==> src/rtl/audio_sample_sink.sv <==
// audio_sample_sink: box-car decimator (2^DECIM_LOG2 : 1) with an offset-binary
// to two's-complement conversion, followed by a show-ahead FIFO that the host
// drains over a valid/ready handshake.
//
// Ports:
//   clk, rst_n     system clock, asynchronous active-low reset
//   clk_3MHz_en    sample strobe; in_sample is valid when high
//   in_sample      16-bit offset-binary mixer sample (0x8000 = silence)
//   sound_enable   when low, the sample is replaced by silence
//   clear          synchronous flush of accumulator, phase, FIFO and flags
//   out_data       signed FIFO head (registered), valid when out_valid
//   out_valid      FIFO not empty
//   out_ready      host accepts the head this cycle
//   level          FIFO occupancy 0..D
//   overflow       sticky: a decimated word was dropped on a full FIFO
//   underrun       sticky: out_ready seen while out_valid was low
module audio_sample_sink #(
  parameter int unsigned DECIM_LOG2 = 6,
  parameter int unsigned FIFO_LOG2  = 3
) (
  input  logic                 clk,
  input  logic                 rst_n,
  input  logic                 clk_3MHz_en,
  input  logic [15:0]          in_sample,
  input  logic                 sound_enable,
  input  logic                 clear,
  output logic [15:0]          out_data,
  output logic                 out_valid,
  input  logic                 out_ready,
  output logic [FIFO_LOG2:0]   level,
  output logic                 overflow,
  output logic                 underrun
);

  localparam int unsigned ACC_W = 16 + DECIM_LOG2;
  localparam int unsigned DEPTH = 1 << FIFO_LOG2;
  localparam int unsigned LVL_W = FIFO_LOG2 + 1;

  // Decimator state and the one-word push stage feeding the FIFO
  logic [ACC_W-1:0]      acc_q;
  logic [DECIM_LOG2-1:0] phase_q;
  logic                  push_q;
  logic [15:0]           push_word_q;

  logic [15:0]           sample_c;
  logic [ACC_W-1:0]      sum_c;
  logic [ACC_W-1:0]      avg_c;
  logic                  last_c;

  // FIFO state
  logic [15:0]           mem [DEPTH];
  logic [FIFO_LOG2-1:0]  wr_ptr_q;
  logic [FIFO_LOG2-1:0]  rd_ptr_q;

  logic                  pop_c;
  logic                  full_c;
  logic                  wr_c;
  logic                  drop_c;
  logic [LVL_W-1:0]      level_n_c;
  logic [FIFO_LOG2-1:0]  rd_ptr_n_c;
  logic [15:0]           head_n_c;

  // Effective sample, running sum and average of the completed period
  always_comb begin
    sample_c = sound_enable ? in_sample : 16'h8000;
    sum_c    = acc_q + ACC_W'(sample_c);
    avg_c    = sum_c >> DECIM_LOG2;
    last_c   = (phase_q == DECIM_LOG2'(DEPTH * 0 + (1 << DECIM_LOG2) - 1));
  end

  // Accumulate N samples; on the last one register the converted average
  always_ff @(posedge clk or negedge rst_n) begin
    if (!rst_n) begin
      acc_q       <= '0;
      phase_q     <= '0;
      push_q      <= 1'b0;
      push_word_q <= '0;
    end else if (clear) begin
      acc_q       <= '0;
      phase_q     <= '0;
      push_q      <= 1'b0;
      push_word_q <= '0;
    end else begin
      push_q <= 1'b0;
      if (clk_3MHz_en) begin
        if (last_c) begin
          acc_q       <= '0;
          phase_q     <= '0;
          push_q      <= 1'b1;
          push_word_q <= avg_c[15:0] ^ 16'h8000;
        end else begin
          acc_q   <= sum_c;
          phase_q <= phase_q + DECIM_LOG2'(1);
        end
      end
    end
  end

  // FIFO next-state: a pop frees a slot, so a push on a full FIFO is kept then
  always_comb begin
    pop_c      = out_valid && out_ready;
    full_c     = (level == LVL_W'(DEPTH));
    wr_c       = push_q && (!full_c || pop_c);
    drop_c     = push_q && full_c && !pop_c;
    level_n_c  = level;
    rd_ptr_n_c = rd_ptr_q;
    if (wr_c && !pop_c) begin
      level_n_c = level + LVL_W'(1);
    end else if (!wr_c && pop_c) begin
      level_n_c = level - LVL_W'(1);
    end
    if (pop_c) begin
      rd_ptr_n_c = rd_ptr_q + FIFO_LOG2'(1);
    end
    // The word being written becomes the head only when it is the sole entry
    head_n_c = 16'h0000;
    if (level_n_c != '0) begin
      if (wr_c && (wr_ptr_q == rd_ptr_n_c)) begin
        head_n_c = push_word_q;
      end else begin
        head_n_c = mem[rd_ptr_n_c];
      end
    end
  end

  // Storage array; contents are don't-care until written
  always_ff @(posedge clk) begin
    if (wr_c && !clear) begin
      mem[wr_ptr_q] <= push_word_q;
    end
  end

  // Pointers, occupancy, registered head and sticky flags
  always_ff @(posedge clk or negedge rst_n) begin
    if (!rst_n) begin
      wr_ptr_q  <= '0;
      rd_ptr_q  <= '0;
      level     <= '0;
      out_valid <= 1'b0;
      out_data  <= '0;
      overflow  <= 1'b0;
      underrun  <= 1'b0;
    end else if (clear) begin
      wr_ptr_q  <= '0;
      rd_ptr_q  <= '0;
      level     <= '0;
      out_valid <= 1'b0;
      out_data  <= '0;
      overflow  <= 1'b0;
      underrun  <= 1'b0;
    end else begin
      if (wr_c) begin
        wr_ptr_q <= wr_ptr_q + FIFO_LOG2'(1);
      end
      rd_ptr_q  <= rd_ptr_n_c;
      level     <= level_n_c;
      out_valid <= (level_n_c != '0);
      out_data  <= head_n_c;
      if (drop_c) begin
        overflow <= 1'b1;
      end
      if (out_ready && !out_valid) begin
        underrun <= 1'b1;
      end
    end
  end

endmodule

==> config.mk <==
export PLATFORM = sky130hd
export DESIGN_NAME = audio_sample_sink
export DESIGN_NICKNAME = d
export VERILOG_FILES = /design/src/rtl/audio_sample_sink.sv
export SDC_FILE = /design/constraint.sdc
export NUM_CORES = 1
export LEC_CHECK = 0
export CORE_MARGIN = 3
export CORE_UTILIZATION = 30
export CTS_BUF_LIST = sky130_fd_sc_hd__clkbuf_4
export DETAILED_ROUTE_END_ITERATION = 10
export PLACE_DENSITY = 0.44
export REMOVE_ABC_BUFFERS = 1
export SYNTH_ARGS = -nofsm -noshare
export SYNTH_HDL_FRONTEND = slang
export SYNTH_SLANG_ARGS = --single-unit
==> constraint.sdc <==
create_clock -name clk -period 4 [get_ports clk]
set_input_delay 0.6 -clock clk [delete_from_list [all_inputs] [get_ports clk]]
set_output_delay 0.6 -clock clk [all_outputs]
set_load 0.01 [all_outputs]
==> impl_metrics.env <==
export IMPL_multi_input_comb_area_sq_um=3310
export IMPL_grt_antenna_before_repair=1
export IMPL_finalClockSkew_ps=63.2
export IMPL_netlist_instances=809
export IMPL_ys_seq_area_share_pct=61.9
export IMPL_placedCellCount=1224
export IMPL_number_of_setup_violations_in_the_final_report=0
export IMPL_number_of_storage_elements_in_the_synthesis_netlist=202
export IMPL_fmax_ghz=0.341
export IMPL_drcViolationCount=0
export IMPL_cp_arrival_ps=3440
export IMPL_chipWidth_um=181
export IMPL_design_power_total_mw=5.22
export IMPL_ys_async_sr_fraction_pct=36.6
export IMPL_ys_warnings_count=0
export IMPL_cp_buffers_inverters=2
export IMPL_min_path_type="input pin to asynchronous set/reset pin"
export IMPL_layout_area_overhead_vs_synth_pct=19.2
export IMPL_critPathSlowestCell="sky130_fd_sc_hd__o2111a_1"
export IMPL_drt_initial_drc_count=373
export IMPL_cts_tree="yes"
export IMPL_firstDrtPassIters=4
export IMPL_groute_usage_overall_pct=14.4
export IMPL_netlist_top_cells_count="sky130_fd_sc_hd__nand2_1 (169), sky130_fd_sc_hd__edfxtp_1 (128), sky130_fd_sc_hd__dfrtp_1 (74)"
export IMPL_status="finished, final reports clean"
export IMPL_timing_final_crit_period_ps=2930
export IMPL_timing_setup_critical_path_class="register to register"
export IMPL_layout_area_seq_sq_um=5700
export IMPL_grt_start_max_net_pins=75
export IMPL_final_core_util_pct=36.6
export IMPL_edff_count_synth=128
export IMPL_routed_wirelength_mm=23.4
export IMPL_yosysTopAreaCell="sky130_fd_sc_hd__edfxtp_1"
export IMPL_final_slew_violations=0
export IMPL_floorplan_die_area_sq_um=32800
export IMPL_critical_path_peak_fanout=10
export IMPL_total_of_max_cap_violations=0
export IMPL_core_area_sq_um=30000
export IMPL_port_buffers=44
export IMPL_ys_flop_type="sky130_fd_sc_hd__edfxtp_1"
export IMPL_postSynthAreaPerCell_sq_um=11.4
export IMPL_clock_sink_count=202
export IMPL_ys_types=57
export IMPL_routed_via_density=4.81
export IMPL_initial_standard_cell_utilization_of_the_core_pct=30.7
export IMPL_critical_path_startpoint_type="register"
export IMPL_max_slew_margin_rel_pct=29.8
export IMPL_fillCellCount=3034
export IMPL_p_leak_nw=4.34
export IMPL_rsz0062_at_grt="false"
export IMPL_clock_latency_ps=710
export IMPL_floorplan_rows=63
export IMPL_endpoint_kind="register"
export IMPL_placedInstanceArea_sq_um=10200
export IMPL_cts_resized=0
export IMPL_synth_top_cell_area_share_pct=41.8
export IMPL_critPathRequiredTime_ps=4510
export IMPL_ir_drop_mv=0.151
export IMPL_grt_overflow_total=0
export IMPL_stdcell_count=1335
export IMPL_ctsHoldBuffers=0
export IMPL_dp_hpwl_mm=14.2
export IMPL_timing_critical_path_max_delay_family="compound AO/OA/AOI/OAI gates"
export IMPL_detailroute_via_count=6425
export IMPL_boundaryPins=45
export IMPL_final_area_sq_um=11000
export IMPL_synth_area_leaders="sky130_fd_sc_hd__edfxtp_1 (42%), sky130_fd_sc_hd__dfrtp_1 (20%), sky130_fd_sc_hd__nand2_1 (6.9%), sky130_fd_sc_hd__nand3_1 (3.9%), sky130_fd_sc_hd__ha_1 (3.0%)"
export IMPL_global_route_wire_length_before_repair_mm=37.5
export IMPL_fin_hold_ws_ps=54.6
export IMPL_share_of_post_route_cells_with_drive_strength_above_1_pct=15.0
export IMPL_powerDensity_nw_per_um2=476
export IMPL_drt_wirelength_per_cell_um=17.5
export IMPL_detail_route_antenna_nets=0
export IMPL_post_synth_top_count_cell="sky130_fd_sc_hd__nand2_1"
export IMPL_root_buffer="sky130_fd_sc_hd__clkbuf_4"
export IMPL_cts_setup_buffers=0
export IMPL_timing_critical_path_cells="inv_1, ha_1, or4_1, o311ai_0, o2111a_1, buf_4, a2111oi_2"
export IMPL_summed_instance_area_of_the_synthesized_netlist_sq_um=9200
export IMPL_nNetsFinal=939
export IMPL_cts_path_max_buffers=3
export IMPL_worst_path_clk_slew_ps=80
export IMPL_gp_routability_congestion=0.768
export IMPL_h_tree_depth=2
export IMPL_vert_die_dim_um=181
export IMPL_first_global_vias=6649
export IMPL_layout_worst_path_cycle_share_pct=73.3
export IMPL_worst_pin_slew_ps=1050
export IMPL_cts_made_buffers=58
export IMPL_timing_hold_violations_final=0
export IMPL_timing_critical_path_slowest_cell_delay_ps=740
[final cells by class]
type	count	share of cell area, %
Multi-Input combinational cell	550	30.1
Timing Repair Buffer	71	6.03
Antenna cell	3	0.0685
Tap cell	390	4.45
Clock inverter	23	1.16
Inverter	11	0.377
Clock buffer	85	5.82
Sequential cell	202	51.9
[routing by layer]
layer	wire length (um)	up-vias	track usage (%)
met5	0	-	0
met4	470	0	4.63
met3	990	46	2.70
met2	11100	147	23.8
met1	10900	3059	19.0
li1	-	3173	-
[state kept, by name, summed over array words and instances (netlist names), 3 cells and up]
name / cells
wr_ptr_q: 3
push_word_q: 16
level: 4
acc_q: 22
out_data: 16
rd_ptr_q: 3
phase_q: 6
mem: 128
[placed cells by master (no fill, tap or decap), types with 4 or more instances in the layout]
cell | netlist | routed
sky130_fd_sc_hd__clkbuf_4 | 0 | 85
sky130_fd_sc_hd__nand4_1 | 22 | 22
sky130_fd_sc_hd__or4_1 | 4 | 4
sky130_fd_sc_hd__a2111oi_2 | 10 | 10
sky130_fd_sc_hd__a31oi_1 | 7 | 7
sky130_fd_sc_hd__ha_1 | 22 | 22
sky130_fd_sc_hd__and3_1 | 6 | 6
sky130_fd_sc_hd__o21ai_0 | 18 | 18
sky130_fd_sc_hd__and2_1 | 20 | 20
sky130_fd_sc_hd__nand2_1 | 169 | 169
sky130_fd_sc_hd__clkdlybuf4s50_1 | 0 | 42
sky130_fd_sc_hd__a211oi_1 | 4 | 4
sky130_fd_sc_hd__nor2_1 | 35 | 35
sky130_fd_sc_hd__inv_1 | 11 | 11
sky130_fd_sc_hd__a21oi_1 | 25 | 25
sky130_fd_sc_hd__nand3_1 | 72 | 72
sky130_fd_sc_hd__o211ai_1 | 6 | 6
sky130_fd_sc_hd__nand2b_1 | 8 | 8
sky130_fd_sc_hd__nor2b_1 | 5 | 5
sky130_fd_sc_hd__clkinv_1 | 0 | 17
sky130_fd_sc_hd__nor3_1 | 23 | 21
sky130_fd_sc_hd__buf_4 | 0 | 26
sky130_fd_sc_hd__edfxtp_1 | 128 | 128
sky130_fd_sc_hd__a2111oi_1 | 6 | 6
sky130_fd_sc_hd__xnor2_1 | 12 | 12
sky130_fd_sc_hd__xor2_1 | 15 | 14
sky130_fd_sc_hd__a22o_1 | 20 | 20
sky130_fd_sc_hd__dfrtp_1 | 74 | 74
[report_power, final]
| part | switching (mW) | total, mW | internal [mW] |
|---|---|---|---|
| Clock | 0.901 | 1.94 | 1.04 |
| Sequential | 0.0564 | 2.33 | 2.28 |
| Combinational | 0.555 | 0.940 | 0.385 |
| Total | 1.51 | 5.22 | 3.70 |
[kinds of logic (layout without fill, tap and decap cells)]
kind of cell    Yosys count  count (layout)  synth area share [%]
fa+ha+maj                23              23                  3.21
compound gates          121             121                  10.1
xor+xnor                 29              29                  2.92
buf+inv                  57             190                  2.61
other cells               0               3                     0
flops                   202             202                  61.9
simple gates            375             375                  18.9
mux                       2               2                 0.354
[stage by stage]
step	setup TNS (ps)	worst slack, ps
floorplan	-16820	-1080
global placement	0	470
detailed placement	0	388
CTS	0	1050
global route	0	790
finish	0	1070
[worst paths after layout]
| check | from | to | slack, ps | cells past startpoint |
|---|---|---|---|---|
| max reg2reg | level[1] | out_data[11] | 1070 | 7 |
| min in group clk | clear | phase_q[4] | 270 | 2 |
| max in group asynchronous | rst_n | acc_q[20] | 3200 | 1 |
| max | level[1] | out_data[11] | 1070 | 7 |
| min | rst_n | phase_q[3] | 50 | 1 |
| min reg2reg | overflow | overflow | 490 | 2 |
Note: power is estimated with default switching activity, not from simulation.
